--- config.mk ---
export PLATFORM = sky130hd
export DESIGN_NAME = lsu_data_port_flat
export DESIGN_NICKNAME = d
export VERILOG_FILES = /design/src/rtl/lsu_data_port_if.sv /design/src/rtl/lsu_data_port.sv /design/src/flat_wrapper.sv
export SDC_FILE = /design/constraint.sdc
export NUM_CORES = 1
export LEC_CHECK = 0
export CAP_MARGIN = 20
export CORE_UTILIZATION = 47
export DETAILED_ROUTE_END_ITERATION = 10
export PLACE_DENSITY = 0.95
export SYNTH_ARGS = -nofsm -noshare
export SYNTH_HDL_FRONTEND = slang
export SYNTH_SLANG_ARGS = --single-unit
--- constraint.sdc ---
create_clock -name clk -period 3.6 [get_ports clk]
set_clock_uncertainty 0.1 [all_clocks]
set_input_delay 0.54 -clock clk [delete_from_list [all_inputs] [get_ports clk]]
set_output_delay 0.54 -clock clk [all_outputs]
set_load 0.1 [all_outputs]
--- src/rtl/lsu_data_port_if.sv ---
// -----------------------------------------------------------------------------
// lsu_data_port_if
//
// Word-addressed data-memory handshake between the LSU (master) and the
// data memory / bus fabric (slave).
//
//   mem_req    master->slave  request, held until mem_ack
//   mem_we     master->slave  1 = write
//   mem_addr   master->slave  word-aligned byte address
//   mem_wdata  master->slave  lane-aligned store data
//   mem_wstrb  master->slave  byte enables, 0000 on reads
//   mem_ack    slave->master  access completes this cycle
//   mem_rdata  slave->master  read word, valid with mem_ack on reads
// -----------------------------------------------------------------------------
interface lsu_data_port_if;
  logic        mem_req;
  logic        mem_we;
  logic [31:0] mem_addr;
  logic [31:0] mem_wdata;
  logic [3:0]  mem_wstrb;
  logic        mem_ack;
  logic [31:0] mem_rdata;

  modport master (
    output mem_req, mem_we, mem_addr, mem_wdata, mem_wstrb,
    input  mem_ack, mem_rdata
  );

  modport slave (
    input  mem_req, mem_we, mem_addr, mem_wdata, mem_wstrb,
    output mem_ack, mem_rdata
  );
endinterface

--- src/rtl/lsu_data_port.sv ---
// -----------------------------------------------------------------------------
// lsu_data_port
//
// MEM-stage load/store unit. Accepts one memory op per request, runs a single
// word access on the data bus, lane-aligns stores with byte strobes and returns
// sign/zero-extended load data for the writeback mux. Misaligned, illegal and
// (optionally) timed-out accesses complete with err/err_code for the trap unit.
//
// Ports:
//   clk, rst_n          clock, asynchronous active-low reset
//   req_valid/req_ready request handshake (ready only when idle)
//   is_load, is_store   op type; store wins if both are set
//   funct3              RV32 width/sign (B, H, W, BU, HU)
//   addr, store_data    byte address, rs2 value
//   mem                 data bus, master side of lsu_data_port_if
//   done                one-cycle completion pulse
//   load_rdata          extended load result, valid with done
//   err, err_code       fault flag with done; 1 misaligned, 2 illegal, 3 timeout
//
// Optional feature: define LSU_TIMEOUT_EN to enable the bus watchdog, which
// abandons an access after TIMEOUT_CYCLES un-acked bus cycles (err_code 3).
// -----------------------------------------------------------------------------
`ifndef DATA_WIDTH
`define DATA_WIDTH 32
`endif

module lsu_data_port #(
  parameter int          DATA_WIDTH     = `DATA_WIDTH, // only 32 is supported
  parameter int unsigned TIMEOUT_CYCLES = 255
) (
  input  logic                  clk,
  input  logic                  rst_n,
  input  logic                  req_valid,
  output logic                  req_ready,
  input  logic                  is_load,
  input  logic                  is_store,
  input  logic [2:0]            funct3,
  input  logic [31:0]           addr,
  input  logic [DATA_WIDTH-1:0] store_data,
  lsu_data_port_if.master       mem,
  output logic                  done,
  output logic [DATA_WIDTH-1:0] load_rdata,
  output logic                  err,
  output logic [1:0]            err_code
);

  typedef enum logic [1:0] {IDLE, BUS, RESP} state_e;

  localparam logic [7:0] TO_LIMIT = 8'(TIMEOUT_CYCLES - 1);

  state_e          state_q, state_d;
  logic            we_q, we_d;
  logic [31:0]     maddr_q, maddr_d;
  logic [31:0]     wdata_q, wdata_d;
  logic [3:0]      wstrb_q, wstrb_d;
  logic [2:0]      f3_q, f3_d;
  logic [1:0]      lane_q, lane_d;
  logic [1:0]      code_q, code_d;
  logic [31:0]     rdata_q, rdata_d;

`ifdef LSU_TIMEOUT_EN
  logic [7:0]      wd_q, wd_d;
`else
  logic            unused_timeout;
  assign unused_timeout = ^TO_LIMIT;
`endif

  logic            op_store;
  logic            illegal;
  logic            misaligned;
  logic [31:0]     shifted;
  logic [31:0]     ext_data;
  logic [31:0]     lane_wdata;
  logic [3:0]      lane_wstrb;

  // Store wins when both op flags are set.
  assign op_store = is_store;

  always_comb begin
    illegal    = 1'b0;
    misaligned = 1'b0;
    if (op_store) begin
      illegal = (funct3 >= 3'b011);
    end else begin
      illegal = (funct3 == 3'b011) || (funct3 == 3'b110) || (funct3 == 3'b111);
    end
    // funct3[1:0] encodes access size for every legal code (B/BU, H/HU, W).
    case (funct3[1:0])
      2'b01:   misaligned = addr[0];
      2'b10:   misaligned = (addr[1:0] != 2'b00);
      default: misaligned = 1'b0;
    endcase
  end

  // Replicate store data into every lane; strobes pick the live bytes.
  always_comb begin
    case (funct3[1:0])
      2'b00: begin
        lane_wdata = {4{store_data[7:0]}};
        lane_wstrb = 4'b0001 << addr[1:0];
      end
      2'b01: begin
        lane_wdata = {2{store_data[15:0]}};
        lane_wstrb = 4'b0011 << addr[1:0];
      end
      default: begin
        lane_wdata = store_data;
        lane_wstrb = 4'b1111;
      end
    endcase
  end

  // Bring the addressed byte/half down to bit 0, then extend.
  always_comb begin
    shifted = mem.mem_rdata >> {lane_q, 3'b000};
    case (f3_q)
      3'b000:  ext_data = {{24{shifted[7]}}, shifted[7:0]};
      3'b001:  ext_data = {{16{shifted[15]}}, shifted[15:0]};
      3'b100:  ext_data = {24'd0, shifted[7:0]};
      3'b101:  ext_data = {16'd0, shifted[15:0]};
      default: ext_data = shifted;
    endcase
  end

  always_comb begin
    state_d = state_q;
    we_d    = we_q;
    maddr_d = maddr_q;
    wdata_d = wdata_q;
    wstrb_d = wstrb_q;
    f3_d    = f3_q;
    lane_d  = lane_q;
    code_d  = code_q;
    rdata_d = rdata_q;
`ifdef LSU_TIMEOUT_EN
    wd_d    = wd_q;
`endif
    case (state_q)
      IDLE: begin
        if (req_valid && (is_load || is_store)) begin
          if (illegal) begin
            code_d  = 2'd2;
            rdata_d = '0;
            state_d = RESP;
          end else if (misaligned) begin
            code_d  = 2'd1;
            rdata_d = '0;
            state_d = RESP;
          end else begin
            we_d    = op_store;
            maddr_d = {addr[31:2], 2'b00};
            wdata_d = op_store ? lane_wdata : 32'd0;
            wstrb_d = op_store ? lane_wstrb : 4'b0000;
            f3_d    = funct3;
            lane_d  = addr[1:0];
            code_d  = 2'd0;
`ifdef LSU_TIMEOUT_EN
            wd_d    = 8'd0;
`endif
            state_d = BUS;
          end
        end
      end
      BUS: begin
        // An ack in the watchdog's final cycle still completes normally.
        if (mem.mem_ack) begin
          rdata_d = we_q ? 32'd0 : ext_data;
          state_d = RESP;
        end
`ifdef LSU_TIMEOUT_EN
        else if (wd_q == TO_LIMIT) begin
          code_d  = 2'd3;
          rdata_d = '0;
          state_d = RESP;
        end else begin
          wd_d = wd_q + 8'd1;
        end
`endif
      end
      RESP:    state_d = IDLE;
      default: state_d = IDLE;
    endcase
  end

  always_ff @(posedge clk or negedge rst_n) begin
    if (!rst_n) begin
      state_q <= IDLE;
      we_q    <= 1'b0;
      maddr_q <= '0;
      wdata_q <= '0;
      wstrb_q <= '0;
      f3_q    <= '0;
      lane_q  <= '0;
      code_q  <= '0;
      rdata_q <= '0;
`ifdef LSU_TIMEOUT_EN
      wd_q    <= '0;
`endif
    end else begin
      state_q <= state_d;
      we_q    <= we_d;
      maddr_q <= maddr_d;
      wdata_q <= wdata_d;
      wstrb_q <= wstrb_d;
      f3_q    <= f3_d;
      lane_q  <= lane_d;
      code_q  <= code_d;
      rdata_q <= rdata_d;
`ifdef LSU_TIMEOUT_EN
      wd_q    <= wd_d;
`endif
    end
  end

  // mem_req decodes straight from the state flop so reset drops it at once.
  assign req_ready     = (state_q == IDLE);
  assign done          = (state_q == RESP);
  assign err           = (state_q == RESP) && (code_q != 2'd0);
  assign err_code      = code_q;
  assign load_rdata    = rdata_q;
  assign mem.mem_req   = (state_q == BUS);
  assign mem.mem_we    = we_q;
  assign mem.mem_addr  = maddr_q;
  assign mem.mem_wdata = wdata_q;
  assign mem.mem_wstrb = wstrb_q;

endmodule

--- src/flat_wrapper.sv ---
// flat-port wrapper written by rule: the top's interface ports become plain ports
module lsu_data_port_flat 
#(
  parameter int          DATA_WIDTH     = `DATA_WIDTH,                        
  parameter int unsigned TIMEOUT_CYCLES = 255
)
  (clk, rst_n, req_valid, req_ready, is_load, is_store, funct3, addr, store_data, done, load_rdata, err, err_code, mem_mem_req, mem_mem_we, mem_mem_addr, mem_mem_wdata, mem_mem_wstrb, mem_mem_ack, mem_mem_rdata);
  lsu_data_port_if mem_i ();
  input  logic clk;
  input  logic rst_n;
  input  logic req_valid;
  output logic req_ready;
  input  logic is_load;
  input  logic is_store;
  input  logic [2:0] funct3;
  input  logic [31:0] addr;
  input  logic [DATA_WIDTH-1:0] store_data;
  output logic done;
  output logic [DATA_WIDTH-1:0] load_rdata;
  output logic err;
  output logic [1:0] err_code;
  output wire logic [$bits(mem_i.mem_req)-1:0] mem_mem_req;
  output wire logic [$bits(mem_i.mem_we)-1:0] mem_mem_we;
  output wire logic [$bits(mem_i.mem_addr)-1:0] mem_mem_addr;
  output wire logic [$bits(mem_i.mem_wdata)-1:0] mem_mem_wdata;
  output wire logic [$bits(mem_i.mem_wstrb)-1:0] mem_mem_wstrb;
  input wire logic [$bits(mem_i.mem_ack)-1:0] mem_mem_ack;
  input wire logic [$bits(mem_i.mem_rdata)-1:0] mem_mem_rdata;
  assign mem_mem_req = mem_i.mem_req;
  assign mem_mem_we = mem_i.mem_we;
  assign mem_mem_addr = mem_i.mem_addr;
  assign mem_mem_wdata = mem_i.mem_wdata;
  assign mem_mem_wstrb = mem_i.mem_wstrb;
  assign mem_i.mem_ack = mem_mem_ack;
  assign mem_i.mem_rdata = mem_mem_rdata;
  lsu_data_port #(.DATA_WIDTH(DATA_WIDTH), .TIMEOUT_CYCLES(TIMEOUT_CYCLES)) u_core (.clk(clk), .rst_n(rst_n), .req_valid(req_valid), .req_ready(req_ready), .is_load(is_load), .is_store(is_store), .funct3(funct3), .addr(addr), .store_data(store_data), .mem(mem_i), .done(done), .load_rdata(load_rdata), .err(err), .err_code(err_code));
endmodule
# ---- After elaboration in Yosys (flattened, before gate mapping)
# Index checks and enable logic that the tools add are counted.
dict set report op_classes {
  n_lt_le_gt_ge 1
  n_bitwise 2
  mux 20
  shifts 3
  n_reduce_logical 15
  eq_ne 13
}
# operator count
set ops {}
lappend ops {{32-bit 2-to-1 mux} 6}
lappend ops {{32-bit case mux with 2 select lines} 2}
lappend ops {{32-bit case mux with 4 select lines} 1}
lappend ops {{32-bit by 5-bit >> shifter with 32-bit output} 1}
lappend ops {{3-bit equality test, second input constant} 4}
lappend ops {{2-bit 2-to-1 mux} 5}
lappend ops {{4-bit case mux with 2 select lines} 1}
lappend ops {{4-bit AND reduction} 2}
lappend ops {{2-bit nonzero test} 3}
lappend ops {{2-bit by 1-bit equality test with 1-bit output, second input constant} 2}
lappend ops {{2-bit equality test, second input constant} 2}
lappend ops {{2-bit zero test} 2}
lappend ops {{4-bit 2-to-1 mux} 1}
lappend ops {{2-bit by 1-bit != test with 1-bit output, second input constant} 2}
lappend ops {{2-bit case mux with 2 select lines} 1}
lappend ops {{2-bit AND reduction} 2}
lappend ops {{1-bit by 2-bit << shifter with 4-bit output, first input constant} 1}
lappend ops {{2-bit by 2-bit << shifter with 4-bit output, first input constant} 1}
lappend ops {{3-bit by 1-bit equality test with 1-bit output, second input constant} 1}
lappend ops {{3-bit by 2-bit equality test with 1-bit output, second input constant} 1}
lappend ops {{3-bit by 2-bit >= comparator with 1-bit output, second input constant} 1}
lappend ops {{3-bit zero test} 1}
lappend ops {{1-bit logical OR} 3}
lappend ops {{3-bit by 1-bit != test with 1-bit output, second input constant} 1}
lappend ops {{other kinds (4)} 7}
dict set report word_totals {
  inputBits 105
  reg_bits 108
  word_cells 63
  out_inout_bits 107
}

# ---- Logic depth before layout (Yosys ltp)
# Gate-level depths: netlist (run 1).
dict set report logic_depth {
  word_depth 7
  ltp_mapped 10
  depth_no_buf 7
}

# ---- Worst setup path before layout (run 1)
# No wires, ideal clock.
dict set report synth_timing {
  kind {reg-to-output}
  start {register u_core.state_q[0]}
  end {output port err}
  n_path_buf 0
  arrival_time_ps 2641
  path_slack_ps 319
  required_ps 2960
  stages_incl_launch_ff 3
  cell_sequence {dfrtp_1 > nor2b_1 > o21a_1}
}
dict set report synth_via {
  elab_chain_len 2
}
# item line
set synth_rtl {}
lappend synth_rtl {{start: declaration} lsu_data_port.sv:51} ;# state_e state_q, state_d;
lappend synth_rtl {{start signal: assignment} lsu_data_port.sv:200} ;# state_q <= state_d;
lappend synth_rtl {{2-bit equality test} --}
lappend synth_rtl {{named net done} flat_wrapper.sv:18} ;# output logic done;
lappend synth_rtl {{1-bit logical AND} lsu_data_port.sv:218} ;# assign err = (state_q == RESP) && (code_q != 2'd0);
lappend synth_rtl {{end: declaration} flat_wrapper.sv:20} ;# output logic err;
# The timed path passes the listed nets, and every way through them passes these cells.

# ---- Final worst setup path (run 1)
dict set report layout_timing {
  start {input port funct3[1]}
  end {register u_core.wdata_q[28], in the netlist u_core.mem.mem_wdata[28]}
}
dict set report layout_via {
  elab_chain_len 6
  elab_cells_between_ends 16
  classes_between {1 x order compare; 5 x eq/ne; 4 x mux; 2 x bitwise; 4 x reduce/logical}
}
# item line
set layout_rtl {}
lappend layout_rtl {{start: declaration} flat_wrapper.sv:15} ;# input logic [2:0] funct3;
lappend layout_rtl {{parallel branches: the longest is 6 deep, another holds 3-bit by 2-bit >= comparator with 1-bit output} --}
lappend layout_rtl {{end signal: assignment} lsu_data_port.sv:203} ;# wdata_q <= wdata_d;
lappend layout_rtl {{end: declaration} lsu_data_port.sv:54} ;# logic [31:0] wdata_q, wdata_d;
# Several ways; the timed one is not identified.
# A chain may end at the register's enable or synchronous reset.

==> flow_summary.ini, run 1 <==
[status]
outcome = finished clean

[yosys]
synth.yosys.seq_area_share_pct = 52.71
synth_area_mm2 = 0.005127
postSynthAreaPerCell_um2 = 9.408
ys_seq_elements = 108
syn_inst = 545
ys.warnings.count = 0
yosys.cell_types.count = 38

[clock_tree]
tritoncts = done
cts_setup_buffers = 0
cts-htree-levels = 3
path_clk_slew_ns = 0.10
cts.sinks = 108
ctsResizeCount = 0
root_buffer = clkbuf_8
clock_latency_ns = 0.36
clock_path_buffers = 2
holdBufCountCts = 0
cts_buffers = 9

[final_layout]
final_net_count = 845
nFillCells = 741
final_util_pct = 72.02
final_cells = 877
multi_input_area_mm2 = 0.002230
area_delta_synth_final_pct = 46.95
drive_above_1_share_pct = 7.827
seqCellArea_mm2 = 0.002703
antennaDiodeCount = 0

[place]
dpl.hpwl_mm = 11.99
gp_congestion = 0.8575
dp_cells = 861
place_ws_ns = 0.3490
port_buffers = 209

[timing]
postLayoutSetupSlackWorst_ns = 0.6895
rsz0062_at_grt = no
finalHoldViolations = 0
worstMarginPinSlew_ns = 1.024
finalCritPeriodShare_pct = 80.85
setup_viol = 0
max_freq_mhz = 343.6
tns_ns = 0
report.final.slew_viol_count = 0
slew_headroom_pct = 31.50
finalCriticalPeriod_ns = 2.910

[die]
die_area_mm2 = 0.01133
die_h_um = 106.5
io_pins = 212
coreArea_mm2 = 0.01046
initial_core_util_pct = 49.01
rows = 37
die_width_um = 106.5

[route]
routed-via-count = 4938
maxUsedRoutingLayer = met4
dr_wl_met2_mm = 8.392
ant_nets = 0
dr_wl_met3_mm = 1.579
dr.pass1.iters = 5
wl_met1_mm = 6.059
vias_per_cell = 5.631
drc = 0
wire_per_inst_um = 19.06
wirelength_mm = 16.72
drt_iter0_markers = 255

[worst_setup_path]
startpoint_type = input pin
path_cells = clkdlybuf4s50_1 -> inv_1 -> ha_1 -> nand3_1 -> o21ai_1 -> or3_2 -> buf_4 -> o31ai_1
worst-endpoint-required_ns = 3.77
cpMaxStageDelayCell = clkdlybuf4s50_1
slowest_delay_ns = 0.55
crit_fanout = 58
critPathKind = input pin to flop
endpoint_kind = flop
arrival_ns = 3.08
cp_top_family = buffers and inverters
path_buf_inv = 3

[power_and_ir_drop]
leakage_nw = 3.476
ir_drop_uv = 708.1
powerDensity_mw_per_mm2 = 968.5

[grt]
grt_max_degree = 59
grt_pass1_vias = 5215
grt_util_all_layers_pct = 30.42
antenna_found_initial = 0
gr-total-overflow = 0
grt_pass1_wl_mm = 26.44

[min_path]
holdCritPathClass = input pin to async pin

[run]
drv_cap = 0
==> where the power goes <==
part / switching (W) / internal, W
clock network: 0.000409 / 0.000500
logic: 0.00347 / 0.00106
registers: 0.000270 / 0.00159
total: 0.00415 / 0.00315
==> cell usage in the layout (no fill, tap or decap), types with 2 or more instances in the layout <==
| cell type | n |
|---|---|
| a22o_1 | 8 |
| clkbuf_8 | 11 |
| a221o_1 | 16 |
| o31ai_1 | 16 |
| nor2b_1 | 4 |
| o21ai_0 | 25 |
| dfrtp_1 | 108 |
| buf_4 | 13 |
| a21oi_1 | 12 |
| inv_1 | 6 |
| bufinv_16 | 3 |
| clkdlybuf4s50_1 | 206 |
| nand3_1 | 19 |
| ha_1 | 4 |
| nor2_1 | 28 |
| mux2i_1 | 16 |
| o2bb2ai_1 | 8 |
| or2_2 | 2 |
| conb_1 | 2 |
| a211oi_1 | 7 |
| mux2_2 | 18 |
| nand2_1 | 190 |
| nand2b_1 | 3 |
==> kinds of logic (layout without fill, tap and decap cells) <==
group,count (synthesis),after routing,synth area share (%)
DFF,108,108,52.71
AOI/OAI and AO/OA,98,98,13.88
and+or+nand+nor,253,253,20.81
other,1,2,0.07314
muxes,35,35,7.516
buffers and inverters,46,241,4.026
adders and majority gates,4,4,0.9761
==> state kept, by name (all words and copies together) (netlist names) <==
name                  count
u_core.lane_q             2
u_core.mem.mem_addr      30
u_core.f3_q               3
u_core.load_rdata        32
u_core.err_code           2
u_core.state_q            2
u_core.mem.mem_we         1
u_core.mem.mem_wstrb      4
u_core.mem.mem_wdata     32
==> per-layer routing <==
layer	GRT usage, %	up-vias
li1	-	2219
met1	33.75	2384
met2	53.76	280
met3	7.541	55
met4	15.85	0
met5	0	-
==> synthesized netlist by cell type <==
master     instances  area share (%)
o211ai_2           1            0.24
buf_1              3            0.22
buf_6              1            0.22
o21ai_1            1           0.098
ha_1               4            0.98
a22o_1             8             1.4
nor2b_1            4            0.49
buf_2              9            0.88
nor3b_4            1            0.37
dfrtp_1          108              53
inv_1              6            0.44
o2bb2ai_1          8             1.4
buf_4              4            0.59
conb_1             1           0.073
a2bb2oi_2          1            0.29
nor2_2             1            0.12
nor2_1            28             2.0
nor3_2             1            0.20
o22ai_1            1            0.12
o31ai_1           16             2.3
nor4b_4            1            0.46
nand2_1          190              14
or2_2              2            0.24
nor3b_2            1            0.24
clkbuf_1          23             1.7
mux2_2            18             4.0
nand3_1           19             1.9
nand2b_1           3            0.37
nand3b_4           1            0.39
a211oi_1           7             1.0
o21ai_0           25             2.4
or3_1              1            0.12
o21bai_1           1            0.15
mux2i_1           16             3.1
a21oi_1           12             1.2
o21a_1             1            0.15
a221o_1           16             3.1
mux4_2             1            0.44
==> worst paths after layout <==
kind / from / end / slack [ns] / depth (start not counted)
worst max-delay path: funct3[1] / u_core.mem.mem_wdata[28]$_DFFE_PN0P_ / 0.69 / 8
worst min-delay path: rst_n / u_core.load_rdata[0]$_DFFE_PN0P_ / 0.13 / 1
worst max register to register: u_core.lane_q[1]$_DFFE_PN0P_ / u_core.load_rdata[27]$_DFFE_PN0P_ / 0.80 / 5
worst min register to register: u_core.mem.mem_wdata[23]$_DFFE_PN0P_ / u_core.mem.mem_wdata[23]$_DFFE_PN0P_ / 0.38 / 2
max in group asynchronous: rst_n / u_core.mem.mem_wdata[13]$_DFFE_PN0P_ / 2.41 / 2
min in group clk: u_core.mem.mem_wdata[23]$_DFFE_PN0P_ / u_core.mem.mem_wdata[23]$_DFFE_PN0P_ / 0.38 / 2
==> worst reg2reg max path: cells and delay by family (launching register included) <==
family           cells  cell delay [ns]
AO/OA/AOI/OAI        2             0.44
flip-flops           1             0.68
AND/OR/NAND/NOR      2             1.32
multiplexers         1             0.19
==> stage by stage <==
step                area [um^2]  power, W  hold slack (ns)
global route               7535  0.007545           0.1774
detailed placement         7284  0.006395           0.3593
floorplan                  5131  0.005230           0.1444
global placement           7284  0.006310           0.3508
CTS                        7535  0.007318           0.1396
finish                     7535  0.007298           0.1261
==> cell type report <==
| type | count | area share (%) |
|---|---|---|
| clock inverter | 4 | 1.262 |
| multi-input combinational | 392 | 29.59 |
| tap | 136 | 2.258 |
| sequential | 108 | 35.87 |
| clock buffer | 12 | 2.059 |
| timing repair buffer | 219 | 28.66 |
| inverter | 6 | 0.2989 |
Power figures use the tool's default switching activity.
==> run 2: changes to the inputs <==
--- a/config.mk
+++ b/config.mk
@@ -6,9 +6,9 @@
 export NUM_CORES = 1
 export LEC_CHECK = 0
 export CAP_MARGIN = 20
-export CORE_UTILIZATION = 47
+export CORE_UTILIZATION = 39
 export DETAILED_ROUTE_END_ITERATION = 10
-export PLACE_DENSITY = 0.95
+export PLACE_DENSITY = 0.85
 export SYNTH_ARGS = -nofsm -noshare
 export SYNTH_HDL_FRONTEND = slang
 export SYNTH_SLANG_ARGS = --single-unit
==> constraint.sdc (replaced) <==
create_clock -name clk -period 2.5 [get_ports clk]
set_clock_uncertainty 0.1 [all_clocks]
set_input_delay 0.375 -clock clk [delete_from_list [all_inputs] [get_ports clk]]
set_output_delay 0.375 -clock clk [all_outputs]
set_load 0.1 [all_outputs]
==> flow_summary.ini, run 2 (same netlist as run 1, synthesis figures left out) <==
[status]
outcome = finished clean

[die]
initial_core_util_pct = 40.30
coreArea_mm2 = 0.01272
io_pins = 212
die_width_um = 116.7
die_area_mm2 = 0.01361
rows = 41
die_h_um = 116.7

[worst_setup_path]
startpoint_type = input pin
reg2reg_slack_ns = 0.32
crit-reg2reg-launch = u_core.lane_q[0]$_DFFE_PN0P_
reg2regPathDepth = 5
timing.rr.end = u_core.load_rdata[18]$_DFFE_PN0P_
critPathKind = input pin to flop
crit_fanout = 30
endpoint_kind = flop
arrival_ns = 2.38
worst-endpoint-required_ns = 2.61

[final_layout]
antennaDiodeCount = 0
final_net_count = 863
nFillCells = 1073
area_delta_synth_final_pct = 47.63
drive_above_1_share_pct = 23.58
multi_input_area_mm2 = 0.002237
final_area_mm2 = 0.007570
layout.cells.most_common = nand2_1
final_cell_mix = nand2_1 (190), buf_4 (127), dfrtp_1 (108)
seqCellArea_mm2 = 0.002703

[route]
wl_met1_mm = 5.970
dr_wl_met2_mm = 7.454
drt_iter0_markers = 298
dr.pass1.iters = 4
ant_nets = 0
vias_per_cell = 5.145
drc = 0
wire_per_inst_um = 15.92
routed-via-count = 4790
wirelength_mm = 14.82
maxUsedRoutingLayer = met4
dr_wl_met3_mm = 1.280

[clock_tree]
clock_latency_ns = 0.33
path_clk_slew_ns = 0.07
cts_buffers = 9
cts-htree-levels = 3
holdBufCountCts = 1
clock_path_buffers = 2
root_buffer = clkbuf_16
cts.sinks = 108
ctsResizeCount = 0
cts_setup_buffers = 0
tritoncts = done

[min_path]
hold_depth = 2
whs_endpoint = u_core.mem.mem_wstrb[3]$_DFFE_PN0P_
holdCritPathClass = flop to flop
min_from = u_core.mem.mem_wstrb[3]$_DFFE_PN0P_

[timing]
finalCriticalPeriod_ns = 2.270
tns_ns = 0
worstMarginPinSlew_ns = 0.9057
setup_viol = 0
slew_headroom_pct = 39.36
report.final.slew_viol_count = 0
rsz0062_at_grt = no
max_freq_mhz = 440.6
finalHoldViolations = 0
finalCritPeriodShare_pct = 90.79

[grt]
grt_pass1_wl_mm = 23.52
grt_pass1_vias = 4786
grt_max_degree = 54
gr-total-overflow = 0
antenna_found_initial = 0
grt_util_all_layers_pct = 22.25

[place]
gp_congestion = 0.8641
dpl.hpwl_mm = 11.03
port_buffers = 209
placed_area_mm2 = 0.007282

[power_and_ir_drop]
leakage_nw = 3.768
ir_drop_uv = 1096
powerDensity_mw_per_mm2 = 1369

[run]
drv_cap = 0
run 2: critical path, cell delays in order:
cell,delay [ns]
clkdlybuf4s50_1,0.47
inv_1,0.07
ha_1,0.32
nand3_1,0.07
o21ai_1,0.10
or3_2,0.53
buf_4,0.26
nand2_1,0.09
o21ai_0,0.08
run 2: layer usage:
metal	track usage [%]	vias up
met3	6.746	10
met5	0	-
met4	5.148	0
met1	26.31	2326
li1	-	2262
met2	39.61	192
run 2: final cells by class:
| type | instances | share of cell area, % |
|---|---|---|
| Inverter | 6 | 0.2975 |
| Clock inverter | 6 | 0.6446 |
| Sequential cell | 108 | 35.70 |
| Timing Repair Buffer | 237 | 27.93 |
| Multi-Input combinational cell | 392 | 29.55 |
| Tap cell | 172 | 2.843 |
| Clock buffer | 10 | 3.025 |
run 2: how the worst max path moves through the flow:
stage / from / end / slack [ns] / cells past startpoint
floorplan: u_core.state_q[1]$_DFFE_PN0P_ / err / -0.08 / 2
finish: funct3[0] / u_core.mem.mem_wstrb[2]$_DFFE_PN0P_ / 0.23 / 9
detailed placement: funct3[0] / u_core.mem.mem_wstrb[2]$_DFFE_PN0P_ / -0.15 / 9
global route: funct3[0] / u_core.mem.mem_wstrb[2]$_DFFE_PN0P_ / 0.08 / 8
CTS: funct3[0] / u_core.mem.mem_wstrb[2]$_DFFE_PN0P_ / 0.22 / 9
global placement: funct3[0] / u_core.mem.mem_wstrb[2]$_DFFE_PN0P_ / -0.07 / 9
run 2: metrics by stage:
stage / utilization (%) / worst slack [ns] / total power [W] / hold WS [ns] / cells
2_1_floorplan: - / -0.08175 / 0.007536 / -0.02059 / 546
3_3_place_gp: 57.24 / -0.07018 / 0.008994 / 0.2716 / 914
3_5_place_dp: 57.24 / -0.1492 / 0.009074 / 0.2757 / 914
4_1_cts: 59.50 / 0.2167 / 0.01041 / 0.3784 / 931
5_1_grt: 59.50 / 0.07775 / 0.01079 / 0.4050 / 931
6_report: 59.50 / 0.2303 / 0.01037 / 0.3719 / 931
run 2: where the power goes:
part	switching [W]	internal [W]	leakage, nW	total, W
Clock	0.000641	0.000687	0.137	0.00133
Combinational	0.00494	0.00141	2.22	0.00635
Sequential	0.000391	0.00229	1.41	0.00268
Total	0.00598	0.00439	3.77	0.0104
==> run 3: changes to the inputs <==
--- a/config.mk
+++ b/config.mk
@@ -6,9 +6,10 @@
 export NUM_CORES = 1
 export LEC_CHECK = 0
 export CAP_MARGIN = 20
-export CORE_UTILIZATION = 39
+export CORE_UTILIZATION = 43
 export DETAILED_ROUTE_END_ITERATION = 10
-export PLACE_DENSITY = 0.85
+export MAX_ROUTING_LAYER = met4
+export PLACE_DENSITY = 0.88
 export SYNTH_ARGS = -nofsm -noshare
 export SYNTH_HDL_FRONTEND = slang
 export SYNTH_SLANG_ARGS = --single-unit
==> constraint.sdc (replaced) <==
create_clock -name clk -period 2.56 [get_ports clk]
set_clock_uncertainty 0.1 [all_clocks]
set_input_delay 0.384 -clock clk [delete_from_list [all_inputs] [get_ports clk]]
set_output_delay 0.384 -clock clk [all_outputs]
set_load 0.1 [all_outputs]
==> flow_summary.ini, run 3 (same netlist as run 1, synthesis figures left out) <==
[status]
outcome = complete, but fails checks
violations = design-rule violations

[route]
wire_per_inst_um = 17.04
maxUsedRoutingLayer = met4
dr.pass1.iters = 8
wl_met1_mm = 6.139
routed-via-count = 4812
dr_wl_met3_mm = 1.311
ant_nets = 0
drt_iter0_markers = 364
drc = 32
wirelength_mm = 15.40
dr_wl_met2_mm = 7.689
vias_per_cell = 5.323

[worst_setup_path]
reg2regPathDepth = 5
crit-reg2reg-launch = u_core.lane_q[1]$_DFFE_PN0P_
crit_fanout = 61
arrival_ns = 2.53
endpoint_kind = flop
reg2reg_slack_ns = 0.38
timing.rr.end = u_core.load_rdata[30]$_DFFE_PN0P_
critPathKind = input pin to flop
worst-endpoint-required_ns = 2.70
startpoint_type = input pin

[power_and_ir_drop]
leakage_nw = 3.779
power_frac_clock_pct = 13.2
pwr-share-comb_pct = 61.1
sequentialPowerShare_pct = 25.7
ir_drop_uv = 1505
switching_share_pct = 57.84
p_switching_w = 0.005899
powerDensity_mw_per_mm2 = 1352
intPower_w = 0.004299
finalPower_w = 0.01020

[run]
drv_cap = 0

[final_layout]
layout.cells.most_common = nand2_1
nFillCells = 895
final_net_count = 865
seqCellArea_mm2 = 0.002703
drive_above_1_share_pct = 23.92
multi_input_area_mm2 = 0.002237
area_delta_synth_final_pct = 47.12
final_cell_mix = nand2_1 (190), buf_4 (130), dfrtp_1 (108)
final_area_mm2 = 0.007543
final_util_pct = 65.50
antennaDiodeCount = 0

[clock_tree]
root_buffer = clkbuf_16
path_clk_slew_ns = 0.07
clock_latency_ns = 0.35
ctsResizeCount = 0
cts.sinks = 108
cts-htree-levels = 3
cts_setup_buffers = 0
clock_path_buffers = 2
tritoncts = done
cts_buffers = 9

[place]
dpl.hpwl_mm = 11.54
place_ws_ns = -0.1749
gp_congestion = 0.8831
placed_area_mm2 = 0.007248
port_buffers = 209

[timing]
setup_viol = 0
max_freq_mhz = 419.3
finalCritPeriodShare_pct = 93.17
report.final.slew_viol_count = 0
finalHoldViolations = 0
finalCriticalPeriod_ns = 2.385
rsz0062_at_grt = no
worstMarginPinSlew_ns = 0.8716
postLayoutSetupSlackWorst_ns = 0.1749
holdWs_ns = 0.3687
slew_headroom_pct = 41.65

[min_path]
hold_depth = 2
whs_endpoint = u_core.mem.mem_wdata[6]$_DFFE_PN0P_
min_from = u_core.mem.mem_wdata[6]$_DFFE_PN0P_
holdCritPathClass = flop to flop

[die]
die_h_um = 111.2
die_area_mm2 = 0.01237
coreArea_mm2 = 0.01152
rows = 39
initial_core_util_pct = 44.52
die_width_um = 111.2
io_pins = 212

[grt]
grt_pass1_vias = 4857
grt_max_degree = 62
grt_pass1_wl_mm = 24.60
antenna_found_initial = 0
grt_util_all_layers_pct = 25.93
gr-total-overflow = 0
## run 3: layout make-up
class	count	share of cell area, %
multi-input combinational	392	29.66
clock buffer	9	2.986
timing repair buffer	239	28.06
tap	143	2.372
inverter	6	0.2986
sequential	108	35.83
clock inverter	7	0.7962
## run 3: power by group through the flow
stage / Combinational (W) / Sequential (W) / Clock, W
final: 0.00623 / 0.00263 / 0.00134
after global routing: 0.00644 / 0.00269 / 0.00145
after CTS: 0.00625 / 0.00262 / 0.00137
after detailed placement: 0.00625 / 0.00263 / 0
after global placement: 0.00617 / 0.00262 / 0
after floorplan: 0.00115 / 0.00621 / 0
## run 3: metrics by stage
stage                TNS, ns  std cells
floorplan           -0.03075        546
global placement     -0.5273        887
detailed placement    -4.488        887
CTS                        0        904
global route               0        904
finish                     0        904
## run 3: worst max-delay path by stage
| stage | from | to | slack [ns] | cells past startpoint |
|---|---|---|---|---|
| after floorplan | u_core.state_q[1]$_DFFE_PN0P_ | err | -0.03 | 2 |
| after global placement | funct3[0] | u_core.mem.mem_wdata[8]$_DFFE_PN0P_ | -0.04 | 8 |
| after detailed placement | funct3[0] | u_core.mem.mem_wdata[9]$_DFFE_PN0P_ | -0.17 | 8 |
| after CTS | funct3[0] | u_core.mem.mem_wdata[9]$_DFFE_PN0P_ | 0.18 | 8 |
| after global routing | funct3[0] | u_core.mem.mem_wdata[14]$_DFFE_PN0P_ | 0.07 | 8 |
| final | funct3[0] | u_core.mem.mem_wdata[9]$_DFFE_PN0P_ | 0.17 | 8 |
## run 3: metal layers
layer | track usage [%] | up-vias
met5 | - | -
li1 | - | 2263
met1 | 30.89 | 2298
met4 | 8.198 | 0
met2 | 43.83 | 231
met3 | 5.686 | 20
## run 3: critical path, cell delays in order
cell and delay, ns:
clkdlybuf4s50_1 0.49, inv_1 0.08, ha_1 0.32, nand3_1 0.09, o21ai_1 0.11, or3_2 0.54
buf_12 0.22, o31ai_1 0.29
## run 3: timing repair
item / 4_1_cts / 5_1_grt
hold buffers: 1 / 0
hold endpoints to repair: 44 / 0
endpoints found under the setup margin: 0 / 0
